[src/rtl/program_loader_if.sv]
// Byte-link and instruction-memory write bundle for program_loader.
// The host side uses the master modport, the loader uses the slave modport.
interface program_loader_if;
  logic [7:0]  rx_data;
  logic        rx_valid;
  logic        rx_ready;
  logic        imem_we;
  logic [15:0] imem_addr;
  logic [15:0] imem_wdata;
  logic        cpu_run;
  logic        busy;
  logic        err;
  logic [15:0] words_loaded;

  modport master (
    output rx_data, rx_valid,
    input  rx_ready, imem_we, imem_addr, imem_wdata, cpu_run, busy, err, words_loaded
  );

  modport slave (
    input  rx_data, rx_valid,
    output rx_ready, imem_we, imem_addr, imem_wdata, cpu_run, busy, err, words_loaded
  );
endinterface

[src/rtl/program_loader.sv]
// Assembles a big-endian byte stream (count, then hi/lo word pairs) into 16-bit words,
// writes them to instruction memory and then releases the processor. Optional: CHECKSUM_EN.
module program_loader #(
  parameter logic [15:0] START_ADDR = 16'd10,
  parameter logic [15:0] ADDR_STEP  = 16'd2
) (
  input  logic            clk,
  input  logic            rst_n,
  program_loader_if.slave bus
);

`ifdef CHECKSUM_EN
  typedef enum logic [2:0] {
    S_IDLE, S_CNT_LO, S_DATA_HI, S_DATA_LO, S_CHECK, S_DONE, S_ERROR
  } state_t;
  localparam state_t S_TAIL = S_CHECK;
`else
  typedef enum logic [2:0] {
    S_IDLE, S_CNT_LO, S_DATA_HI, S_DATA_LO, S_DONE
  } state_t;
  localparam state_t S_TAIL = S_DONE;
`endif

  state_t      state_q, state_d;
  logic [7:0]  hi_q, hi_d;
  logic [15:0] rem_q, rem_d;
  logic        rx_ready_q, rx_ready_d;
  logic        imem_we_q, imem_we_d;
  logic [15:0] imem_addr_q, imem_addr_d;
  logic [15:0] imem_wdata_q, imem_wdata_d;
  logic        cpu_run_q, cpu_run_d;
  logic        busy_q, busy_d;
  logic [15:0] words_q, words_d;
  logic        accept;
`ifdef CHECKSUM_EN
  logic [7:0]  xor_q, xor_d;
  logic        err_q, err_d;
`endif

  // Address arithmetic is deliberately modulo 2^16.
  function automatic logic [15:0] next_addr(input logic [15:0] a);
    return a + ADDR_STEP;
  endfunction

  function automatic logic takes_bytes(input state_t s);
    logic r;
    r = 1'b0;
    case (s)
      S_IDLE, S_CNT_LO, S_DATA_HI, S_DATA_LO: r = 1'b1;
`ifdef CHECKSUM_EN
      S_CHECK:                                r = 1'b1;
`endif
      default:                                r = 1'b0;
    endcase
    return r;
  endfunction

  assign accept = bus.rx_valid & rx_ready_q;

  always_comb begin
    state_d      = state_q;
    hi_d         = hi_q;
    rem_d        = rem_q;
    imem_we_d    = 1'b0;
    imem_wdata_d = imem_wdata_q;
    imem_addr_d  = imem_we_q ? next_addr(imem_addr_q) : imem_addr_q;
`ifdef CHECKSUM_EN
    xor_d        = xor_q;
`endif
    if (accept) begin
`ifdef CHECKSUM_EN
      if (state_q != S_CHECK) xor_d = xor_q ^ bus.rx_data;
`endif
      case (state_q)
        S_IDLE: begin
          hi_d    = bus.rx_data;
          state_d = S_CNT_LO;
        end
        S_CNT_LO: begin
          rem_d   = {hi_q, bus.rx_data};
          state_d = ({hi_q, bus.rx_data} == 16'd0) ? S_TAIL : S_DATA_HI;
        end
        S_DATA_HI: begin
          hi_d    = bus.rx_data;
          state_d = S_DATA_LO;
        end
        S_DATA_LO: begin
          imem_we_d    = 1'b1;
          imem_wdata_d = {hi_q, bus.rx_data};
          rem_d        = rem_q - 16'd1;
          state_d      = (rem_q == 16'd1) ? S_TAIL : S_DATA_HI;
        end
`ifdef CHECKSUM_EN
        S_CHECK: begin
          state_d = (bus.rx_data == xor_q) ? S_DONE : S_ERROR;
        end
`endif
        default: state_d = state_q;
      endcase
    end
    words_d    = words_q + {15'd0, imem_we_d};
    rx_ready_d = takes_bytes(state_d);
    busy_d     = takes_bytes(state_d) && (state_d != S_IDLE);
    // Release lags DONE by one cycle so it never coincides with the final strobe.
    cpu_run_d  = (state_q == S_DONE);
`ifdef CHECKSUM_EN
    err_d      = (state_d == S_ERROR);
`endif
  end

  always_ff @(posedge clk) begin
    if (!rst_n) begin
      state_q      <= S_IDLE;
      hi_q         <= 8'd0;
      rem_q        <= 16'd0;
      rx_ready_q   <= 1'b0;
      imem_we_q    <= 1'b0;
      imem_addr_q  <= START_ADDR;
      imem_wdata_q <= 16'd0;
      cpu_run_q    <= 1'b0;
      busy_q       <= 1'b0;
      words_q      <= 16'd0;
`ifdef CHECKSUM_EN
      xor_q        <= 8'd0;
      err_q        <= 1'b0;
`endif
    end else begin
      state_q      <= state_d;
      hi_q         <= hi_d;
      rem_q        <= rem_d;
      rx_ready_q   <= rx_ready_d;
      imem_we_q    <= imem_we_d;
      imem_addr_q  <= imem_addr_d;
      imem_wdata_q <= imem_wdata_d;
      cpu_run_q    <= cpu_run_d;
      busy_q       <= busy_d;
      words_q      <= words_d;
`ifdef CHECKSUM_EN
      xor_q        <= xor_d;
      err_q        <= err_d;
`endif
    end
  end

  assign bus.rx_ready     = rx_ready_q;
  assign bus.imem_we      = imem_we_q;
  assign bus.imem_addr    = imem_addr_q;
  assign bus.imem_wdata   = imem_wdata_q;
  assign bus.cpu_run      = cpu_run_q;
  assign bus.busy         = busy_q;
  assign bus.words_loaded = words_q;
`ifdef CHECKSUM_EN
  assign bus.err          = err_q;
`else
  assign bus.err          = 1'b0;
`endif

endmodule

[src/flat_wrapper.sv]
// flat-port wrapper written by rule: the top's interface ports become plain ports
module program_loader_flat 
#(
  parameter logic [15:0] START_ADDR = 16'd10,
  parameter logic [15:0] ADDR_STEP  = 16'd2
)
  (clk, rst_n, bus_rx_data, bus_rx_valid, bus_rx_ready, bus_imem_we, bus_imem_addr, bus_imem_wdata, bus_cpu_run, bus_busy, bus_err, bus_words_loaded);
  program_loader_if bus_i ();
  input  logic clk;
  input  logic rst_n;
  input wire logic [$bits(bus_i.rx_data)-1:0] bus_rx_data;
  input wire logic [$bits(bus_i.rx_valid)-1:0] bus_rx_valid;
  output wire logic [$bits(bus_i.rx_ready)-1:0] bus_rx_ready;
  output wire logic [$bits(bus_i.imem_we)-1:0] bus_imem_we;
  output wire logic [$bits(bus_i.imem_addr)-1:0] bus_imem_addr;
  output wire logic [$bits(bus_i.imem_wdata)-1:0] bus_imem_wdata;
  output wire logic [$bits(bus_i.cpu_run)-1:0] bus_cpu_run;
  output wire logic [$bits(bus_i.busy)-1:0] bus_busy;
  output wire logic [$bits(bus_i.err)-1:0] bus_err;
  output wire logic [$bits(bus_i.words_loaded)-1:0] bus_words_loaded;
  assign bus_i.rx_data = bus_rx_data;
  assign bus_i.rx_valid = bus_rx_valid;
  assign bus_rx_ready = bus_i.rx_ready;
  assign bus_imem_we = bus_i.imem_we;
  assign bus_imem_addr = bus_i.imem_addr;
  assign bus_imem_wdata = bus_i.imem_wdata;
  assign bus_cpu_run = bus_i.cpu_run;
  assign bus_busy = bus_i.busy;
  assign bus_err = bus_i.err;
  assign bus_words_loaded = bus_i.words_loaded;
  program_loader #(.START_ADDR(START_ADDR), .ADDR_STEP(ADDR_STEP)) u_core (.clk(clk), .rst_n(rst_n), .bus(bus_i));
endmodule
[config.mk]
export PLATFORM = sky130hd
export DESIGN_NAME = program_loader_flat
export DESIGN_NICKNAME = d
export VERILOG_FILES = /design/src/rtl/program_loader_if.sv /design/src/rtl/program_loader.sv /design/src/flat_wrapper.sv
export SDC_FILE = /design/constraint.sdc
export NUM_CORES = 1
export LEC_CHECK = 0
export CORE_AREA = 3 3 86 88
export CTS_BUF_LIST = sky130_fd_sc_hd__clkbuf_2 sky130_fd_sc_hd__clkbuf_4 sky130_fd_sc_hd__clkbuf_8
export CTS_CLUSTER_DIAMETER = 60
export DETAILED_ROUTE_END_ITERATION = 8
export DIE_AREA = 0 0 89 91
export PLACE_DENSITY = 0.78
export RECOVER_POWER = 25
export REMOVE_ABC_BUFFERS = 1
export SLEW_MARGIN = 0
export SYNTH_ARGS = -nofsm -noshare
export SYNTH_HDL_FRONTEND = slang
export SYNTH_SLANG_ARGS = --single-unit
[constraint.sdc]
create_clock -name clk -period 2.81 [get_ports clk]
set_input_delay 0.7025 -clock clk [delete_from_list [all_inputs] [get_ports clk]]
set_output_delay 0.7025 -clock clk [all_outputs]
set_load 0.005 [all_outputs]
==> impl_metrics.ini, run 1 <==
[cts]
cts_tree = built
cts_root_buf = clkbuf_8
h-tree-depth = 3
clk_pin_slew_worst_paths_ps = 80
clk_latency_ps = 350
cts_buffers = 9
clockBufferDepth = 2
post_cts_buffers = 0
cts_sinks = 78
postCtsHoldBufs = 0
post_cts_resized = 0

[sta]
setup_violations = 0
finalClockSkew_ps = 12.1
tightest_slew_ps = 803
tns_ps = 0
drv_slew = 0
max_freq_ghz = 0.417
hold_viol_final = 0
maxSlewHeadroom = 0.465
rsz0062_at_grt = no
fin_crit_ps = 2400
layout_setup_ws_ps = 410
period_share = 0.854

[route]
viasPerCell = 5.88
vias = 3313
drt_first_iter_violations = 227
drc = 0
wl_mm = 8.91
first_pass_iters = 5
ant_nets = 0
wl_per_cell_um = 15.8

[global_route]
grt_first_pass_wirelength_mm = 14.4
grt_max_degree = 23
grtUsageTotal = 0.224
grt.overflow.total = 0
antenna_found_initial = 0
first_global_vias = 3018

[setup_path]
cp_max_fo = 18
path_class = input port to register
crit_path_end_kind = register
r2r_cells = 9
crit_path_top_delay_cell = clkbuf_1
critical_path.cell_chain = dlygate4sd3_1 > inv_1 > clkbuf_1 > a21oi_1
critPathTopFamily = buffers and inverters
path_buf_inv = 3
worst-endpoint-required_ps = 3000
start_kind = input port
cpPeakStageDelay_ps = 670
arrival_ps = 2590
path_depth = 4

[placement]
routabilityCongestion = 0.934
port_buffers = 61
dp_hpwl_mm = 6.12
dpl_worst_slack_ps = 184

[floorplan]
die_y_um = 91
coreArea_mm2 = 0.00672
die_area_mm2 = 0.00810
row_count = 30
die_w_um = 89
num_io_pins = 64
start_util = 0.534

[logic_synthesis]
synth_cell_type_count = 57
synthCells = 415
syn_area_per_cell_um2 = 8.65
async_flop_share = 0
yosysSeqAreaShare = 0.435
netlist_area_mm2 = 0.00359
ys_warn_count = 0
ys.flop_type = dfxtp_1
synth_seq_cells = 78
synth_edf_count = 0

[power]
netSwitchingPower_w = 0.000534
seq_power_share = 0.508
ir_worst_vdd_uv = 341
pwr-share-clk = 0.421
power.total_w = 0.00224
internal-power_w = 0.00171
power_density_mw_per_mm2 = 503
power_frac_comb = 0.071
leakagePower_nw = 1.56
switching_share = 0.238

[flow_run]
drv_cap = 0

[min_path]
whs_path_depth = 2
hold_path.class = register to register

[cells_and_area]
multi_input_area_mm2 = 0.00186
seqCellArea_mm2 = 0.00156
fillers = 541
mostFrequentLayoutCells = dfxtp_1, nand2_1, clkdlybuf4s50_1, a21oi_1, nor2_1
final_common_cell = dfxtp_1
drive_above_1_share = 0.0828
area_growth_syn_to_layout_pct = 24.3
finalNetCount = 494
diodes = 0

[run_status]
outcome = complete, no violations
[cell families (layout without fill, tap and decap cells)]
family,after synthesis,in the layout,share of synthesized area
flops,78,78,0.435
xor+xnor,18,18,0.0439
mux,10,10,0.0279
fa+ha+maj,5,5,0.0174
buf+inv,31,98,0.0484
other cells,1,2,0.00104
compound gates,86,86,0.157
simple gates,186,186,0.269
[sequential cells by signal (all words and copies together) (netlist names)]
signal and cells:
u_core.bus.imem_wdata 16, u_core.bus.imem_we 1, u_core.state_q 3, u_core.bus.cpu_run 1, u_core.hi_q 8, u_core.bus.rx_ready 1, u_core.rem_q 16, u_core.bus.imem_addr 15
u_core.bus.words_loaded 16, u_core.bus.busy 1
[layout make-up]
type | count | share of cell area
Sequential cell | 78 | 0.350
Multi-Input combinational cell | 307 | 0.417
Inverter | 9 | 0.00757
Tap cell | 80 | 0.0224
Timing Repair Buffer | 73 | 0.154
Clock inverter | 5 | 0.0185
Clock buffer | 11 | 0.0311
[routing by layer]
layer  GRT usage  wire (µm)
met4       0.114        217
met1       0.304       3950
met5           0          0
met3      0.0436        561
met2       0.337       4180
[through the flow]
step                       util  area (µm²)  instances  hold WS, ps
after global routing      0.664        4460        563          471
after global placement    0.633        4260        547          444
after floorplan               -        3450        394          453
after detailed placement  0.633        4260        547          447
after CTS                 0.666        4480        563          458
final                     0.664        4460        563          455
[cells in the mapped netlist, drive strengths merged (5+ instances only)]
library cell,instances,share of area
xor2,7,0.017
dfxtp,78,0.43
buf,8,0.016
nand3,15,0.024
o21ai,15,0.021
mux2i,10,0.028
nor4,11,0.028
ha,5,0.017
xnor2,11,0.027
nor2,33,0.034
nand2,73,0.077
clkbuf,14,0.023
or3,9,0.016
a21oi,41,0.057
inv,9,0.0094
nand4,13,0.026
a221oi,5,0.012
nor3,8,0.011
[tightest hold or removal path, stage by stage (launching register included)]
cell	delay, ps
dfxtp_1	310
nand2_1	50
a21oi_1	50
[path summary, 6_finish.rpt]
check	from	to	slack (ps)
worst max-delay path	rst_n	u_core.bus.imem_wdata[1]	410
worst min-delay path	u_core.bus.imem_wdata[9]	u_core.bus.imem_wdata[9]	450
worst max register to register	u_core.state_q[1]	u_core.bus.words_loaded[14]	600
worst min register to register	u_core.bus.imem_wdata[9]	u_core.bus.imem_wdata[9]	450
[power by group through the flow]
stage | logic [W] | registers, W | clock network (W)
floorplan | 0.0000967 | 0.00116 | 0
global placement | 0.000155 | 0.00116 | 0
detailed placement | 0.000158 | 0.00116 | 0
CTS | 0.000160 | 0.00114 | 0.000954
global route | 0.000173 | 0.00114 | 0.000992
finish | 0.000158 | 0.00114 | 0.000945
Note: power is estimated with default switching activity, not from simulation.
==> run 2, diff against run 1 <==
--- a/config.mk
+++ b/config.mk
@@ -5,12 +5,12 @@
 export SDC_FILE = /design/constraint.sdc
 export NUM_CORES = 1
 export LEC_CHECK = 0
-export CORE_AREA = 3 3 86 88
+export CORE_AREA = 3 3 89 91
 export CTS_BUF_LIST = sky130_fd_sc_hd__clkbuf_2 sky130_fd_sc_hd__clkbuf_4 sky130_fd_sc_hd__clkbuf_8
 export CTS_CLUSTER_DIAMETER = 60
 export DETAILED_ROUTE_END_ITERATION = 8
-export DIE_AREA = 0 0 89 91
-export PLACE_DENSITY = 0.78
+export DIE_AREA = 0 0 92 94
+export PLACE_DENSITY = 0.73
 export RECOVER_POWER = 25
 export REMOVE_ABC_BUFFERS = 1
 export SLEW_MARGIN = 0
==> run 2 against run 1 <==
  * Via count is 1.6% lower
  * Cell area about the same
  * First-iteration DRC count fell by 16%
  * Clock-buffer cell count fell by 1
  * Utilization decreased by 4.6 points
  * Sequential share of layout area about the same
  * Non-clock buffer count fell by 1
  * Flip-flop and latch count stayed put
  * Largest power group unchanged
==> impl_metrics.ini, run 2 (synthesis gave the netlist of run 1 again) <==
[run_status]
outcome = complete, no violations

[sta]
finalClockSkew_ps = 15.5
fin_crit_ps = 2460
hold_viol_final = 0
setup_violations = 0
layout_setup_ws_ps = 345
tns_ps = 0
drv_slew = 0
maxSlewHeadroom = 0.262
rsz0062_at_grt = no
period_share = 0.877
tightest_slew_ps = 1110
max_freq_ghz = 0.406

[power]
power_density_mw_per_mm2 = 482
ir_worst_vdd_uv = 364
power.total_w = 0.00215
leakagePower_nw = 1.55

[cts]
cts_buffers = 9
clockBufferDepth = 2
clk_latency_ps = 360
cts_root_buf = clkbuf_8
h-tree-depth = 3
cts_sinks = 78
postCtsHoldBufs = 0
clk_pin_slew_worst_paths_ps = 80
cts_tree = built
post_cts_buffers = 0
post_cts_resized = 0

[floorplan]
num_io_pins = 64
die_y_um = 94
coreArea_mm2 = 0.00721
row_count = 31
die_w_um = 92
start_util = 0.498
die_area_mm2 = 0.00865

[placement]
dp_hpwl_mm = 6.03
dpl_worst_slack_ps = 210
dpl-instance-area_mm2 = 0.00428
port_buffers = 61
routabilityCongestion = 0.908

[min_path]
hold_path.class = register to register

[cells_and_area]
fillers = 658
final_common_cell = dfxtp_1
area_growth_syn_to_layout_pct = 24.2
design_area_mm2 = 0.00446
fin_util = 0.618
finalNetCount = 493
seqCellArea_mm2 = 0.00156
multi_input_area_mm2 = 0.00186
mostFrequentLayoutCells = dfxtp_1, nand2_1, clkdlybuf4s50_1, a21oi_1, nor2_1
diodes = 0
drive_above_1_share = 0.0830

[setup_path]
worst-endpoint-required_ps = 3010
arrival_ps = 2660
path_class = input port to register
crit_path_end_kind = register
start_kind = input port
cp_max_fo = 25

[global_route]
grt_first_pass_wirelength_mm = 14.2
grtUsageTotal = 0.205
grt_max_degree = 27
first_global_vias = 2935
antenna_found_initial = 0
grt.overflow.total = 0

[route]
wl_mm = 8.71
wl_per_cell_um = 15.0
vias = 3260
first_pass_iters = 5
drc = 0
drt_first_iter_violations = 191
ant_nets = 0
viasPerCell = 5.61

[flow_run]
drv_cap = 0
==> run 2: cell count changes in the layout (fill, tap and decap cells not counted), sizes merged <==
cell      delta
buf          -1
clkbuf       -1
clkinv       +1
bufinv       -1
clkinvlp     +1
==> run 2: routing by layer <==
| layer | share of wire | global-route usage | wire length (µm) | vias to the layer above |
|---|---|---|---|---|
| met4 | 0.019 | 0.0903 | 163 | 0 |
| met1 | 0.47 | 0.285 | 4130 | 1537 |
| met3 | 0.050 | 0.0401 | 435 | 15 |
| met5 | 0 | 0 | 0 | - |
| met2 | 0.46 | 0.308 | 3980 | 102 |
| li1 | - | - | - | 1606 |
==> run 2: worst paths after layout <==
| kind | start | to | slack, ps | depth (start not counted) |
|---|---|---|---|---|
| setup / recovery | rst_n | u_core.bus.words_loaded[2] | 350 | 4 |
| hold / removal | u_core.bus.imem_wdata[9] | u_core.bus.imem_wdata[9] | 450 | 2 |
| setup reg to reg | u_core.state_q[1] | u_core.rem_q[5] | 410 | 6 |
| hold reg to reg | u_core.bus.imem_wdata[9] | u_core.bus.imem_wdata[9] | 450 | 2 |
==> run 2: stage by stage <==
| stage | std cells | hold WS (ps) |
|---|---|---|
| 2_1_floorplan | 394 | 453 |
| 3_3_place_gp | 565 | 443 |
| 3_5_place_dp | 565 | 446 |
| 4_1_cts | 581 | 457 |
| 5_1_grt | 581 | 482 |
| 6_report | 581 | 452 |
==> run 2: cell type report <==
type	instances	area share
Clock inverter	6	0.0160
Tap cell	99	0.0278
Multi-Input combinational cell	307	0.417
Clock buffer	10	0.0295
Sequential cell	78	0.350
Inverter	9	0.00757
Timing Repair Buffer	72	0.152
==> run 2: critical path, stage by stage <==
cell	delay [ps]
dlygate4sd3_1	630
inv_1	320
clkbuf_1	860
nor2_1	130
==> run 2: power by group <==
| group | total, W | switching, W | leakage, nW | internal [W] |
|---|---|---|---|---|
| Clock | 0.000855 | 0.000427 | 0.102 | 0.000428 |
| Sequential | 0.00114 | 0.0000203 | 0.630 | 0.00112 |
| Combinational | 0.000157 | 0.0000916 | 0.814 | 0.0000659 |
| Total | 0.00215 | 0.000539 | 1.55 | 0.00161 |
